### src/rtl/euler_sched_pkg.sv
// Shared types and constants for the quaternion-to-Euler converter scheduler.
package euler_sched_pkg;

   typedef enum logic [1:0] {
      IDLE,
      ISSUE,
      WAIT,
      HOLD
   } sched_state_t;

   typedef struct packed {
      logic signed [31:0] w;
      logic signed [31:0] x;
      logic signed [31:0] y;
      logic signed [31:0] z;
   } quat_t;

   typedef struct packed {
      logic signed [31:0] roll;
      logic signed [31:0] pitch;
      logic signed [31:0] yaw;
   } euler_t;

   localparam logic SRC_ROT  = 1'b0;
   localparam logic SRC_GAME = 1'b1;

   localparam int TIMER_W = 16;

   // Increment that sticks at all-ones instead of wrapping.
   function automatic logic [TIMER_W-1:0] sat_inc(input logic [TIMER_W-1:0] v);
      return (&v) ? v : v + 1'b1;
   endfunction

endpackage

### src/rtl/rr_arb2.sv
// Two-requester round-robin arbiter: on a tie the requester that was not
// granted last time wins; a lone requester always wins. Purely combinational.
module rr_arb2 (
   input  logic [1:0] req,
   input  logic       last,
   input  logic       en,
   output logic [1:0] grant
);

   // One-hot grant selection, suppressed entirely when not enabled.
   always_comb begin
      grant = 2'b00;
      if (en) begin
         if (req == 2'b11) begin
            grant = last ? 2'b01 : 2'b10;
         end else begin
            grant = req;
         end
      end
   end

endmodule

### src/rtl/euler_conv_scheduler.sv
// Schedules the shared quaternion-to-Euler converter between the rotation-vector
// (source 0) and game-rotation-vector (source 1) producers. One sample is in
// flight at a time: accept, start the converter, wait for done (with timeout),
// then hold the result on a valid/ready output until taken.
// Optional build macro CONV_STATS_EN adds saturating conv_count/timeout_count.
module euler_conv_scheduler
   import euler_sched_pkg::*;
#(
   parameter int TIMEOUT_CYC = 64
) (
   input  logic         clk,
   input  logic         rst_n,
   input  logic         s0_valid,
   output logic         s0_ready,
   input  logic [127:0] s0_quat,
   input  logic         s1_valid,
   output logic         s1_ready,
   input  logic [127:0] s1_quat,
   output logic         conv_start,
   output logic [31:0]  conv_w,
   output logic [31:0]  conv_x,
   output logic [31:0]  conv_y,
   output logic [31:0]  conv_z,
   input  logic         conv_done,
   input  logic [31:0]  conv_roll,
   input  logic [31:0]  conv_pitch,
   input  logic [31:0]  conv_yaw,
   output logic         m_valid,
   input  logic         m_ready,
   output logic [31:0]  m_roll,
   output logic [31:0]  m_pitch,
   output logic [31:0]  m_yaw,
   output logic         m_src,
`ifdef CONV_STATS_EN
   output logic [15:0]  conv_count,
   output logic [15:0]  timeout_count,
`endif
   output logic         busy,
   output logic         timeout_err
);

   localparam logic [TIMER_W-1:0] TIMER_LAST = TIMER_W'(TIMEOUT_CYC - 1);

   sched_state_t       state_reg;
   logic               rr_last_reg;
   logic [TIMER_W-1:0] timer_reg;
   logic [1:0]         grant;
   logic               handshake;
   logic               done_hit;
   logic               timeout_hit;
   quat_t              sel_quat;

   rr_arb2 u_arb (
      .req   ({s1_valid, s0_valid}),
      .last  (rr_last_reg),
      .en    (state_reg == IDLE),
      .grant (grant)
   );

   // Ready is the arbiter grant itself, so it follows valid within the cycle.
   assign s0_ready  = grant[0];
   assign s1_ready  = grant[1];
   assign handshake = |grant;
   assign sel_quat  = quat_t'(grant[1] ? s1_quat : s0_quat);

   // A done on the last allowed WAIT cycle still counts, so timeout requires !conv_done.
   assign done_hit    = (state_reg == WAIT) && conv_done;
   assign timeout_hit = (state_reg == WAIT) && !conv_done && (timer_reg == TIMER_LAST);
   assign timeout_err = timeout_hit;
   assign busy        = (state_reg != IDLE);

   // Scheduler FSM with registered converter and result outputs.
   always_ff @(posedge clk or negedge rst_n) begin
      if (!rst_n) begin
         state_reg   <= IDLE;
         rr_last_reg <= 1'b1;
         timer_reg   <= '0;
         conv_start  <= 1'b0;
         conv_w      <= '0;
         conv_x      <= '0;
         conv_y      <= '0;
         conv_z      <= '0;
         m_valid     <= 1'b0;
         m_roll      <= '0;
         m_pitch     <= '0;
         m_yaw       <= '0;
         m_src       <= 1'b0;
      end else begin
         conv_start <= 1'b0;
         case (state_reg)
            IDLE: begin
               if (handshake) begin
                  conv_w      <= sel_quat.w;
                  conv_x      <= sel_quat.x;
                  conv_y      <= sel_quat.y;
                  conv_z      <= sel_quat.z;
                  m_src       <= grant[1] ? SRC_GAME : SRC_ROT;
                  rr_last_reg <= grant[1];
                  conv_start  <= 1'b1;
                  state_reg   <= ISSUE;
               end
            end
            ISSUE: begin
               timer_reg <= '0;
               state_reg <= WAIT;
            end
            WAIT: begin
               if (done_hit) begin
                  m_roll    <= conv_roll;
                  m_pitch   <= conv_pitch;
                  m_yaw     <= conv_yaw;
                  m_valid   <= 1'b1;
                  state_reg <= HOLD;
               end else if (timeout_hit) begin
                  state_reg <= IDLE;
               end else begin
                  timer_reg <= sat_inc(timer_reg);
               end
            end
            HOLD: begin
               if (m_ready) begin
                  m_valid   <= 1'b0;
                  state_reg <= IDLE;
               end
            end
            default: state_reg <= IDLE;
         endcase
      end
   end

`ifdef CONV_STATS_EN
   // Saturating counts of accepted conversions and abandoned conversions.
   always_ff @(posedge clk or negedge rst_n) begin
      if (!rst_n) begin
         conv_count    <= '0;
         timeout_count <= '0;
      end else begin
         if (done_hit) begin
            conv_count <= sat_inc(conv_count);
         end
         if (timeout_hit) begin
            timeout_count <= sat_inc(timeout_count);
         end
      end
   end
`endif

endmodule

### config.mk
export PLATFORM = sky130hd
export DESIGN_NAME = euler_conv_scheduler
export DESIGN_NICKNAME = d
export VERILOG_FILES = /design/src/rtl/euler_sched_pkg.sv /design/src/rtl/rr_arb2.sv /design/src/rtl/euler_conv_scheduler.sv
export SDC_FILE = /design/constraint.sdc
export NUM_CORES = 1
export LEC_CHECK = 0
export ABC_CLOCK_PERIOD_IN_PS = 2200
export BUFFER_PORTS_ARGS = -buffer_cell sky130_fd_sc_hd__buf_2
export CORE_AREA = 2 2 227 229
export DETAILED_ROUTE_END_ITERATION = 7
export DIE_AREA = 0 0 229 231
export MAX_ROUTING_LAYER = met4
export SYNTH_ARGS = -nofsm -noshare
export SYNTH_HDL_FRONTEND = slang
export SYNTH_SLANG_ARGS = --single-unit
### constraint.sdc
create_clock -name clk -period 2.2 [get_ports clk]
set_clock_uncertainty 0.05 [all_clocks]
set_input_delay 0.22 -clock clk [delete_from_list [all_inputs] [get_ports clk]]
set_output_delay 0.22 -clock clk [all_outputs]
set_load 0.02 [all_outputs]
Yosys cells after proc, flatten, opt, wreduce, memory -nomap -nowiden
Index checks and enable logic that the tools add are counted.
{"block": "classes", "addsub": 1, "multipliers": 0, "div_mod_pow": 0, "magnitude_cmp": 0, "n_eq_ne": 12, "shift": 0, "n_mux": 19, "n_bitwise": 0, "n_reduce_logical": 15}
{"operator": "$mux W128", "count": 1}
{"operator": "$mux W16", "count": 3}
{"operator": "$pmux W16 S2", "count": 1}
{"operator": "$add A16 B1 Y16 const B", "count": 1}
{"operator": "$eq A16 B6 Y1 const B", "count": 1}
{"operator": "$reduce_and A16 Y1", "count": 1}
{"operator": "$mux W2", "count": 7}
{"operator": "$ne A2 B2 Y1 const B", "count": 6}
{"operator": "$pmux W2 S4", "count": 1}
{"operator": "$eq A2 B2 Y1 const B", "count": 3}
{"operator": "$reduce_and A3 Y1", "count": 2}
{"operator": "$reduce_bool A2 Y1", "count": 3}
{"operator": "$mux W1", "count": 5}
{"operator": "$reduce_and A2 Y1", "count": 2}
{"operator": "$reduce_and A4 Y1", "count": 1}
{"operator": "$logic_and A1 B1 Y1", "count": 3}
{"operator": "$ne A3 B3 Y1 const B", "count": 1}
{"operator": "$eq A2 B1 Y1 const B", "count": 1}
{"operator": "$logic_not A2 Y1", "count": 1}
{"operator": "$pmux W1 S2", "count": 1}
{"operator": "$reduce_or A2 Y1", "count": 1}
{"operator": "$logic_not A1 Y1", "count": 1}
{"block": "word_totals", "regBits": 246, "latch_bits": 0, "ramBits": 0, "mem_bits_ro": 0, "input_bits": 358, "memories": 0}

Depth between registers and ports, before layout
Gate-level depths: netlist of the first run.
{"block": "depth", "ltp_word": 6, "depth_mapped": 8, "depth_no_buf": 6}

Hierarchy
Synthesis of the first run repeated with hierarchy kept, for this count alone.
{"block": "hier_totals", "hier_cells": 902, "hier_area_um2": 10747.8}
{"module": "euler_conv_scheduler", "instances": 1, "cells_each": 897, "area_per_inst_um2": 10726.5, "seq_area_each_um2": 6157.2}
{"module": "rr_arb2", "instances": 1, "cells_each": 5, "area_per_inst_um2": 21.3, "seq_area_each_um2": 0.0}

Worst setup path before layout of the first run
OpenSTA, ideal clock, no wires.
{"block": "synth_path", "path_kind": "register to register", "startpoint": "register timer_reg[0]", "endpoint": "register timer_reg[12]", "setup_time_ns": 0.118, "t_arrival_ns": 1.746, "path_slack_ns": 0.285, "stages_incl_launch_ff": 8, "n_path_buf": 1, "path_cell_list": "dfrtp_1 ha_1 and3_1 buf_2 a41oi_2 o21a_2 mux2_1 a21o_1"}
{"block": "synth_between", "elab_chain_cells": 5, "word_cells_on_any_way": 11}
{"item": "start, declared", "line": "euler_conv_scheduler.sv:46", "rtl": "logic [TIMER_W-1:0] timer_reg;"}
{"item": "start signal, assigned", "line": "euler_conv_scheduler.sv:117", "rtl": "timer_reg <= sat_inc(timer_reg);"}
{"item": "$add A16 B1 Y16", "line": "euler_sched_pkg.sv:31", "rtl": "return (&v) ? v : v + 1'b1;"}
{"item": "$mux W16", "line": "euler_sched_pkg.sv:31"}
{"item": "$mux W16", "line": "euler_conv_scheduler.sv:114", "rtl": "end else if (timeout_hit) begin"}
{"item": "$mux W16", "line": "euler_conv_scheduler.sv:108", "rtl": "if (done_hit) begin"}
{"item": "$pmux W16 S2", "line": "euler_conv_scheduler.sv:90", "rtl": "case (state_reg)"}
Several ways; a longest one is shown, not always the timed one. The select of a mux whose other input is x is not followed.
A chain may end at the register's enable or synchronous reset.

Worst setup path after layout of the first run
{"block": "layout_path", "startpoint": "register timer_reg[11]", "endpoint": "output port timeout_err"}
{"block": "layout_between", "elab_chain_cells": 2}
{"item": "$eq A16 B6 Y1", "line": "euler_conv_scheduler.sv:68", "rtl": "assign timeout_hit = (state_reg == WAIT) && !conv_done && (timer_reg == TIMER_LAST);"}
{"item": "$logic_and A1 B1 Y1", "line": "euler_conv_scheduler.sv:68"}
{"item": "end, declared", "line": "euler_conv_scheduler.sv:39", "rtl": "output logic timeout_err"}
Every way passes these cells.

==> summary.txt, run 1 <==
Synthesis
  • Top cells by area, synth: dfrtp_1, mux2_2, nand2_1
  • Compound-gate portion of the synthesized area: 9.80%
  • Synth Register Bits: 246
  • Synth Flop Type: dfrtp_1
  • Synth top cells by count: nand2_1, dfrtp_1, a31oi_1, nor2_1, mux2_2
  • Area share of the largest cell type after synthesis: 58.4%
  • Synth async-reset ratio: 100%
  • Cell with the most instances after synthesis: nand2_1
  • Synth Net Count: 1,393
  • Post-Synth Adder-Cell Area: 0.119%
  • Post-Syn Area: 10,500 um2
  • Register area share after synthesis: 58.6%
  • Synth cell types: 42
  • Yosys warning total: 0
  • Number of synthesized flops with an enable pin: 0
  • Proportion of synthesized area in mux cells: 11.1%
  • Synth Area per Inst: 10.2 um2
  • Cells after Synth: 1,034
  • Post-Synth Simple-Gate Area: 16.9%
  • Main combinational cell family by area after synthesis: simple AND/OR/NAND/NOR gates
  • Largest area contributor in the netlist: dfrtp_1
  • XOR/XNOR Fraction of Synth Area: 0%

Detailed routing
  • # DRC: 0
  • Via count: 11,761
  • Met1 WL: 16.1 mm
  • Remaining antenna violation count: 0
  • Met2 wire len: 21.1 mm
  • Mean routed wirelength per cell: 15.6 um
  • First-pass DRT Iterations: 5
  • Max Used Layer: met4
  • DR WL met3: 3.19 mm
  • Initial DRC count: 542
  • Vias/cell: 4.35
  • WL final: 42.3 mm

Power
  • Worst vdd ir: 664 uV
  • P_leak: 9.11 nW
  • Combinational share of power: 47.4%
  • Reg power frac: 32.6%
  • Overall Power: 24.5 mW
  • Pint: 14.4 mW
  • Clock Power Share: 20.0%
  • P_sw: 10.1 mW
  • Switch share: 41.2%
  • Power Density: 1270 nW/um2

GRT
  • GRT Total Usage: 15.8%
  • Grt ovf: 0
  • Initial antenna violation count: 1
  • Vias in the first global route: 12,427
  • Largest net degree at the start of global routing: 73
  • First-pass GRT wire length: 65.3 mm

STA
  • # setup viols final: 0
  • Actual transition at the worst max-transition pin: 0.532 ns
  • Sum Neg Setup Slack: 0 ns
  • Final worst path period share: 99.6%
  • Final hold violations: 0
  • Slew Viols, Final: 0
  • RSZ-0062 raised after global routing: true
  • Period minus WS final: 2.19 ns
  • Min setup slack post-route: 0.00966 ns
  • Max_slew headroom: 64.1%
  • Max Fclk: 0.457 GHz

Placement
  • DPL Wire Length: 26.4 mm
  • RePlAce Congestion: 0.884
  • Pre-CTS setup slack: 0.223 ns
  • Placed cells: 2,282
  • Post-DP Area: 14,500 um2
  • I/O Buffers: 588

Setup path
  • Kind of cell adding the most delay to the critical path: simple AND/OR/NAND/NOR gates
  • Crit-path slowest cell: dfrtp_2
  • Crit end category: output port
  • CP peak stage delay: 0.45 ns
  • Crit path arrival time: 1.92 ns
  • Critical path buffers and inverters: 1
  • Critical path launch point type: flop
  • Crit path kind: flop to output port
  • WP data required: 1.93 ns
  • CP Cell Sequence: nor4_4 > nand4_1 > nor3b_2 > buf_4
  • Crit Path Max Fanout: 5

Flow run
  • MaxCap Viol Count: 0

Clock tree
  • Root buf cell: clkbuf_16
  • CTS Buf Count: 28
  • Clock latency on the worst-skew pair: 0.55 ns
  • CTS clk-pin slew, worst paths: 0.06 ns
  • CTS max path bufs: 3
  • H-tree levels: 1
  • CTS Sinks: 246
  • CTS tree: done

Finish
  • Non-filler instance count after layout: 2,702
  • Layout cells sized above 1: 40.8%
  • # fillers: 4,759
  • Final instance area: 19,200 um2
  • Layout area overhead: 83.1%
  • NumNets Final: 2,359

Die
  • Num rows: 83
  • Die height: 231 um
  • Effective utilization at floorplan: 20.7%
  • Die W: 229 um
  • Core Region: 50,700 um2
  • Ports: 589
  • Area of the die: 52,900 um2

Hold path
  • Hold Crit Class: primary input to flop

Outcome
  • Status: complete, no violations
-- logic make-up (layout without fill, tap and decap cells) --
kind of cell	count (synthesis)	in the layout
AND/OR/NAND/NOR	443	443
flip-flops	246	246
AO/OA/AOI/OAI	161	161
multiplexers	104	104
buffers and inverters	79	1066
adder cells (fa/ha/maj)	1	1
other	0	1
-- metrics by stage --
stage | hold slack [ns] | utilization [%]
2_1_floorplan | -0.126 | -
3_3_place_gp | 0.149 | 28.6
3_5_place_dp | 0.149 | 28.6
4_1_cts | 0.0168 | 37.8
5_1_grt | 0.0574 | 38.0
6_report | 0.0427 | 38.0
-- layout by cell type, fill, tap and decap left out, types with 3 or more instances in the layout --
master           n
buf_2          585
dlygate4sd3_1  355
nand2_1        279
dfrtp_1        238
a31oi_1        133
nor2_1         130
mux2_2          96
buf_4           58
clkbuf_16       29
o21ai_0          9
buf_12           9
nand3_1          7
mux2i_1          7
clkbuf_8         7
dfrtp_2          7
nand4_1          4
clkinv_2         4
clkinvlp_4       4
inv_1            3
o211ai_1         3
and3_1           3
a21oi_1          3
bufinv_16        3
clkbuf_1         3
-- timing repair --
action                                 CTS  global route
hold buffers                           355             0
resized for setup                       17             2
pin swaps                                4             4
endpoints found under the hold margin  315             0
cloned                                   1             0
buffers inserted                         5             7
setup endpoints to repair                2             2
-- worst min-delay path: stages --
cell	delay, ns
buf_2	0.15
a21oi_1	0.15
o21ai_0	0.08
-- layout make-up --
| type | instances | area (um2) | share of cell area, % |
|---|---|---|---|
| sequential | 246 | 6170 | 32.1 |
| clock inverter | 12 | 149 | 0.774 |
| timing repair buffer | 1010 | 7170 | 37.3 |
| clock buffer | 39 | 833 | 4.33 |
| inverter | 5 | 31.3 | 0.163 |
| multi-input combinational | 709 | 4030 | 21.0 |
| tap | 680 | 851 | 4.42 |
| antenna | 1 | 2.50 | 0.0130 |
-- power groups by stage --
stage	registers, mW	clock network, mW	logic (mW)
floorplan	10.4	0	4.05
global placement	7.89	0	10.7
detailed placement	7.93	0	10.9
CTS	7.92	5.04	11.5
global route	8.20	5.22	12.5
finish	7.97	4.89	11.6
-- worst paths after layout --
check                      cells after the start           from  slack [ns]            end
setup reg to reg                               8   timer_reg[1]        0.20  timer_reg[11]
max in group asynchronous                      3          rst_n        1.17      conv_z[6]
min in group asynchronous                      2          rst_n        0.16    m_pitch[23]
setup / recovery                               4  timer_reg[11]        0.01    timeout_err
hold reg to reg                                2    rr_last_reg        0.42    rr_last_reg
hold / removal                                 3      conv_done        0.04        m_valid
-- metal layers --
layer | up-vias | track usage [%]
li1 | 5458 | -
met1 | 5478 | 17.3
met2 | 668 | 27.5
met3 | 157 | 3.24
met4 | 0 | 7.16
met5 | - | -
No activity file was read; power rests on OpenSTA's default activity.
==> run 2: changes to the inputs <==
CORE_AREA = 2 2 230 232   (was 2 2 227 229)
DIE_AREA = 0 0 232 234   (was 0 0 229 231)
SYNTH_HIERARCHICAL = 1   (was not set)
==> run 2 against run 1 <==
  * Sequential share of layout area shrank 0.55 points
  * Critical path type unchanged
  * Critical path depth grew 1
  * The run now ends with setup timing left
  * Cell count down 4.6%
  * Largest cell class unchanged
  * Final area grew 1.6%
  * Critical endpoint unchanged
  * Global-route usage down 0.78 points
  * Setup slack worse by 0.037 ns
==> summary.txt, run 2 <==
GRT
  • Vias in the first global route: 11,900
  • Initial antenna violation count: 0
  • GRT Total Usage: 15.0%
  • Largest net degree at the start of global routing: 91
  • Grt ovf: 0
  • First-pass GRT wire length: 62.6 mm

Synthesis
  • Synth Register Bits: 246
  • XOR/XNOR Fraction of Synth Area: 0.0815%
  • Post-Synth Simple-Gate Area: 8.13%
  • Synth cell types: 48
  • Cell with the most instances after synthesis: dfrtp_1
  • Proportion of synthesized area in mux cells: 22.4%
  • Number of synthesized flops with an enable pin: 0
  • Top cells by area, synth: dfrtp_1, mux2i_1, mux2_2
  • Cells after Synth: 902
  • Synth Area per Inst: 11.9 um2
  • Post-Syn Area: 10,700 um2
  • Register area share after synthesis: 57.3%
  • Compound-gate portion of the synthesized area: 9.03%
  • Main combinational cell family by area after synthesis: multiplexers
  • Synth Flop Type: dfrtp_1
  • Post-Synth Adder-Cell Area: 0.116%
  • Area share of the largest cell type after synthesis: 57.0%
  • Synth top cells by count: dfrtp_1, a21oi_1, mux2i_1, nor2_1, mux2_2
  • Yosys warning total: 6
  • Largest area contributor in the netlist: dfrtp_1
  • Synth async-reset ratio: 100%
  • Synth Net Count: 1,261

Setup path
  • Crit path arrival time: 1.96 ns
  • WP data required: 1.93 ns
  • R2r startpoint: timer_reg[0]
  • RR Endpoint: timer_reg[5]
  • Crit path kind: flop to output port
  • Critical path launch point type: flop
  • R2R cell count: 6
  • FF-to-FF setup slack: 0.08 ns
  • Crit Path Max Fanout: 6
  • Crit end category: output port

Power
  • Switch share: 40.1%
  • Power Density: 1230 nW/um2
  • Worst vdd ir: 860 uV
  • Reg power frac: 33.5%
  • Clock Power Share: 21.4%
  • Combinational share of power: 45.1%
  • P_sw: 9.67 mW
  • P_leak: 8.95 nW
  • Pint: 14.5 mW

Clock tree
  • CTS Buf Count: 28
  • Clock latency on the worst-skew pair: 0.56 ns
  • CTS max path bufs: 3
  • CTS tree: done
  • H-tree levels: 1
  • Root buf cell: clkbuf_16
  • CTS clk-pin slew, worst paths: 0.05 ns
  • CTS Sinks: 246

Finish
  • NumNets Final: 2,225
  • Layout area overhead: 81.9%
  • Multi-input logic area: 4340 um2
  • Most frequent cells in the layout: buf_2, dlygate4sd3_1, dfrtp_1, a21oi_1, nor2_1
  • Fin util: 37.6%
  • Register Area: 6160 um2
  • Layout cells sized above 1: 43.0%
  • Non-filler instance count after layout: 2,577
  • Most common cell after layout, fill and taps aside: buf_2
  • # fillers: 4,861

Detailed routing
  • # DRC: 0
  • Mean routed wirelength per cell: 16.6 um
  • Initial DRC count: 540
  • Vias/cell: 4.35
  • Remaining antenna violation count: 0
  • WL final: 42.8 mm
  • Via count: 11,219
  • First-pass DRT Iterations: 5

Die
  • Die height: 234 um
  • Die W: 232 um
  • Num rows: 84
  • Effective utilization at floorplan: 20.7%
  • Ports: 589
  • Area of the die: 54,300 um2
  • Core Region: 52,000 um2

STA
  • Slew Viols, Final: 0
  • Max_slew headroom: 63.7%
  • Sum Neg Setup Slack: -0.0270 ns
  • Period minus WS final: 2.23 ns
  • Final worst path period share: 101%
  • Max Fclk: 0.449 GHz
  • Min setup slack post-route: -0.0270 ns
  • Actual transition at the worst max-transition pin: 0.545 ns
  • # setup viols final: 1
  • Final hold violations: 0
  • RSZ-0062 raised after global routing: true

Hold path
  • Worst Hold Endpoint: state_reg[1]
  • Hold Crit Class: primary input to flop
  • Hold_sp: conv_done
  • Worst hold stages: 3

Placement
  • DPL Wire Length: 26.3 mm
  • I/O Buffers: 588
  • Placed cells: 2,163
  • RePlAce Congestion: 0.851

Outcome
  • Status: finished with violations
  • Violated checks: setup timing

Flow run
  • MaxCap Viol Count: 0
-- run 2: cell count changes after synthesis, moves of 4 or more --
cell	before	now
mux2i_1	7	131
o311ai_1	0	7
buf_1	2	6
a31oi_1	133	0
o41ai_1	0	5
o21ai_0	9	5
nor4_1	1	7
buf_2	47	41
clkbuf_1	23	16
nand2_1	280	14
a21oi_1	3	133
-- run 2: layer usage --
layer	share of wire, %	vias to the layer above	track usage [%]	routed length (um)
li1	-	5137	-	-
met1	37	5376	15.7	15800
met2	52	564	26.5	22200
met3	6.3	142	3.16	2710
met4	5.0	0	7.61	2120
met5	0	-	-	0
-- run 2: power groups by stage --
| stage | clock, mW | combinational (mW) | sequential, mW |
|---|---|---|---|
| after floorplan | 0 | 3.51 | 10.6 |
| after global placement | 0 | 10.1 | 7.95 |
| after detailed placement | 0 | 10.2 | 8.03 |
| after CTS | 5.33 | 10.8 | 8.02 |
| after global routing | 5.49 | 11.6 | 8.35 |
| final | 5.16 | 10.9 | 8.09 |
-- run 2: worst max-delay path by stage --
stage / from / end / slack, ns / depth (start not counted)
finish: timer_reg[7] / timeout_err / -0.03 / 5
floorplan: state_reg[1] / conv_w[10] / 0.02 / 8
global placement: timer_reg[0] / timer_reg[7] / 0.12 / 5
CTS: timer_reg[7] / timeout_err / -0.07 / 5
detailed placement: timer_reg[0] / timer_reg[7] / 0.11 / 5
global route: timer_reg[7] / timeout_err / -0.13 / 5
-- run 2: final cells by class --
class / instances / share of cell area, %
diodes: 1 / 0.0128
clock buffers: 41 / 4.45
clock inverters: 11 / 0.838
inverters: 3 / 0.0576
multi-input cells: 588 / 22.2
flip-flops and latches: 246 / 31.5
well taps: 688 / 4.40
repair buffers: 999 / 36.5
-- run 2: worst max-delay path, stage by stage (launching register included) --
cell     delay [ns]
dfrtp_2        0.46
nor4_4         0.30
buf_4          0.16
nand4_1        0.14
nor3_2         0.17
buf_4          0.17
-- run 2: per-stage QoR --
stage | area, um2 | setup slack, ns | hold WS [ns] | total power, mW
2_1_floorplan | 10800 | 0.0240 | -0.126 | 14.1
3_3_place_gp | 14800 | 0.122 | 0.0749 | 18.0
3_5_place_dp | 14800 | 0.111 | 0.0765 | 18.3
4_1_cts | 19500 | -0.0716 | 0.00212 | 24.1
5_1_grt | 19500 | -0.126 | 0.0453 | 25.5
6_report | 19600 | -0.0270 | 0.0463 | 24.1
-- run 2: repair_timing --
action / CTS / global route
gates resized for setup: 6 / 9
pin swaps: 2 / 1
hold buffers: 356 / 0
setup buffers: 3 / 0
endpoints found under the hold margin: 474 / 0
gates cloned: 1 / 1
setup endpoints to repair: 2 / 25
-- run 2: cells by family after synthesis --
logic type | Yosys count
adder cells (fa/ha/maj) | 1
XOR/XNOR | 1
AND/OR/NAND/NOR | 191
buffers and inverters | 68
AO/OA/AOI/OAI | 167
multiplexers | 228
flip-flops | 246
==> run 3: changes to the inputs <==
ABC_CLOCK_PERIOD_IN_PS = 2700   (was 2200)
clock period = 2.7 ns   (was 2.2 ns; I/O delays follow)
==> run 3 against run 2 <==
  * The flow now finishes without violations
  * Final area fell by 2.6%
  * Non-clock buffer count is 37 lower
  * Via count down 2.7%
  * Die area unchanged
==> summary.txt, run 3 (synthesis gave the netlist of run 2 again) <==
Outcome
  • Status: complete, no violations

Setup path
  • WP data required: 3.08 ns
  • Critical path launch point type: flop
  • Crit Path Max Fanout: 19
  • Crit path arrival time: 2.92 ns
  • Crit path kind: flop to flop
  • Crit end category: flop

Finish
  • Layout area overhead: 77.1%
  • # fillers: 4,977
  • Fin util: 36.6%
  • Layout cells sized above 1: 42.1%
  • NumNets Final: 2,188
  • Most common cell after layout, fill and taps aside: buf_2
  • Most frequent cells in the layout: buf_2, dlygate4sd3_1, dfrtp_1, a21oi_1, mux2i_1
  • Final instance area: 19,000 um2

Power
  • Worst vdd ir: 562 uV
  • Power Density: 1010 nW/um2
  • Overall Power: 19.2 mW
  • P_leak: 8.69 nW

Die
  • Core Region: 52,000 um2
  • Num rows: 84
  • Die height: 234 um
  • Die W: 232 um
  • Effective utilization at floorplan: 20.7%
  • Ports: 589
  • Area of the die: 54,300 um2

Detailed routing
  • # DRC: 0
  • WL final: 40.5 mm
  • Via count: 10,916
  • Vias/cell: 4.30
  • Remaining antenna violation count: 0
  • Mean routed wirelength per cell: 16.0 um
  • First-pass DRT Iterations: 5
  • Initial DRC count: 487

Clock tree
  • Root buf cell: clkbuf_16
  • CTS tree: done
  • CTS max path bufs: 3
  • CTS Buf Count: 28
  • Clock latency on the worst-skew pair: 0.55 ns
  • CTS clk-pin slew, worst paths: 0.06 ns
  • CTS Sinks: 246
  • H-tree levels: 1

STA
  • Slew Viols, Final: 0
  • Max Fclk: 0.394 GHz
  • Actual transition at the worst max-transition pin: 0.639 ns
  • Max_slew headroom: 57.4%
  • # setup viols final: 0
  • Sum Neg Setup Slack: 0 ns
  • RSZ-0062 raised after global routing: false
  • Hold WS: 0.0306 ns
  • Period minus WS final: 2.54 ns
  • Final hold violations: 0
  • Final worst path period share: 93.9%

GRT
  • Grt ovf: 0
  • Vias in the first global route: 11,202
  • Largest net degree at the start of global routing: 64
  • GRT Total Usage: 14.1%
  • Initial antenna violation count: 5
  • First-pass GRT wire length: 59.1 mm

Placement
  • RePlAce Congestion: 0.848
  • I/O Buffers: 588
  • DPL Wire Length: 27.0 mm
  • Post-DP Area: 14,700 um2

Flow run
  • MaxCap Viol Count: 0

Hold path
  • Hold Crit Class: primary input to flop
run 3: changes by cell type in the layout (fill, tap and decap cells not counted), moves of 2 or more:
cell,previous run,this run
buf_6,3,1
dlygate4sd3_1,356,337
mux2i_1,128,131
dfrtp_1,243,245
buf_4,39,22
clkbuf_1,2,6
bufinv_16,4,1
dfrtp_2,2,0
clkbuf_8,10,6
mux2i_2,3,0
diode_2,1,5
run 3: through the flow:
stage	setup WS (ns)	instances
floorplan	0.183	902
global placement	0.507	2146
detailed placement	0.426	2146
CTS	0.0318	2530
global route	0.0202	2539
finish	0.164	2539
run 3: routing by layer:
layer | share of wire (%) | wire length, um | global-route usage (%)
met1 | 40 | 16200 | 16.0
met2 | 50 | 20100 | 23.8
met5 | 0 | 0 | -
met3 | 6.0 | 2430 | 3.04
met4 | 4.5 | 1820 | 6.83
run 3: final timing paths:
kind / from / slack [ns] / depth (start not counted) / endpoint
min in group asynchronous: rst_n / 0.19 / 2 / m_yaw[9]
setup / recovery: state_reg[0] / 0.16 / 8 / conv_y[15]
hold reg to reg: m_pitch[10] / 0.45 / 1 / m_pitch[10]
setup reg to reg: state_reg[0] / 0.16 / 8 / conv_y[15]
max in group asynchronous: rst_n / 1.60 / 3 / rr_last_reg
hold / removal: s0_quat[37] / 0.03 / 3 / conv_y[5]
run 3: layout make-up:
| cell class | count | area [um2] | area share [%] |
|---|---|---|---|
| tap | 688 | 861 | 4.52 |
| inverter | 3 | 11.3 | 0.0592 |
| sequential | 246 | 6160 | 32.4 |
| timing repair buffer | 962 | 6800 | 35.7 |
| clock inverter | 6 | 60.1 | 0.316 |
| clock buffer | 41 | 831 | 4.37 |
| multi-input combinational | 588 | 4300 | 22.6 |
| antenna | 5 | 12.5 | 0.0657 |
run 3: what timing repair did:
action	CTS	global route
resized for setup	1	5
endpoints found under the hold margin	276	0
buffers inserted	0	2
hold buffers	337	0
endpoints found under the setup margin	1	57
cloned	0	2
run 3: power breakdown:
| part | switching [mW] | internal (mW) | leakage (nW) |
|---|---|---|---|
| logic | 5.14 | 3.70 | 5.35 |
| registers | 1.13 | 5.52 | 2.90 |
| clock network | 1.53 | 2.20 | 0.434 |
| total | 7.80 | 11.4 | 8.69 |
run 3: critical path: stages (launching register included):
cell	delay [ns]
dfrtp_1	0.51
nor2_2	0.20
nand2_1	0.12
a21oi_4	0.17
buf_12	0.21
buf_6	0.25
mux2i_1	0.22
dlygate4sd3_1	0.59
a21oi_1	0.08
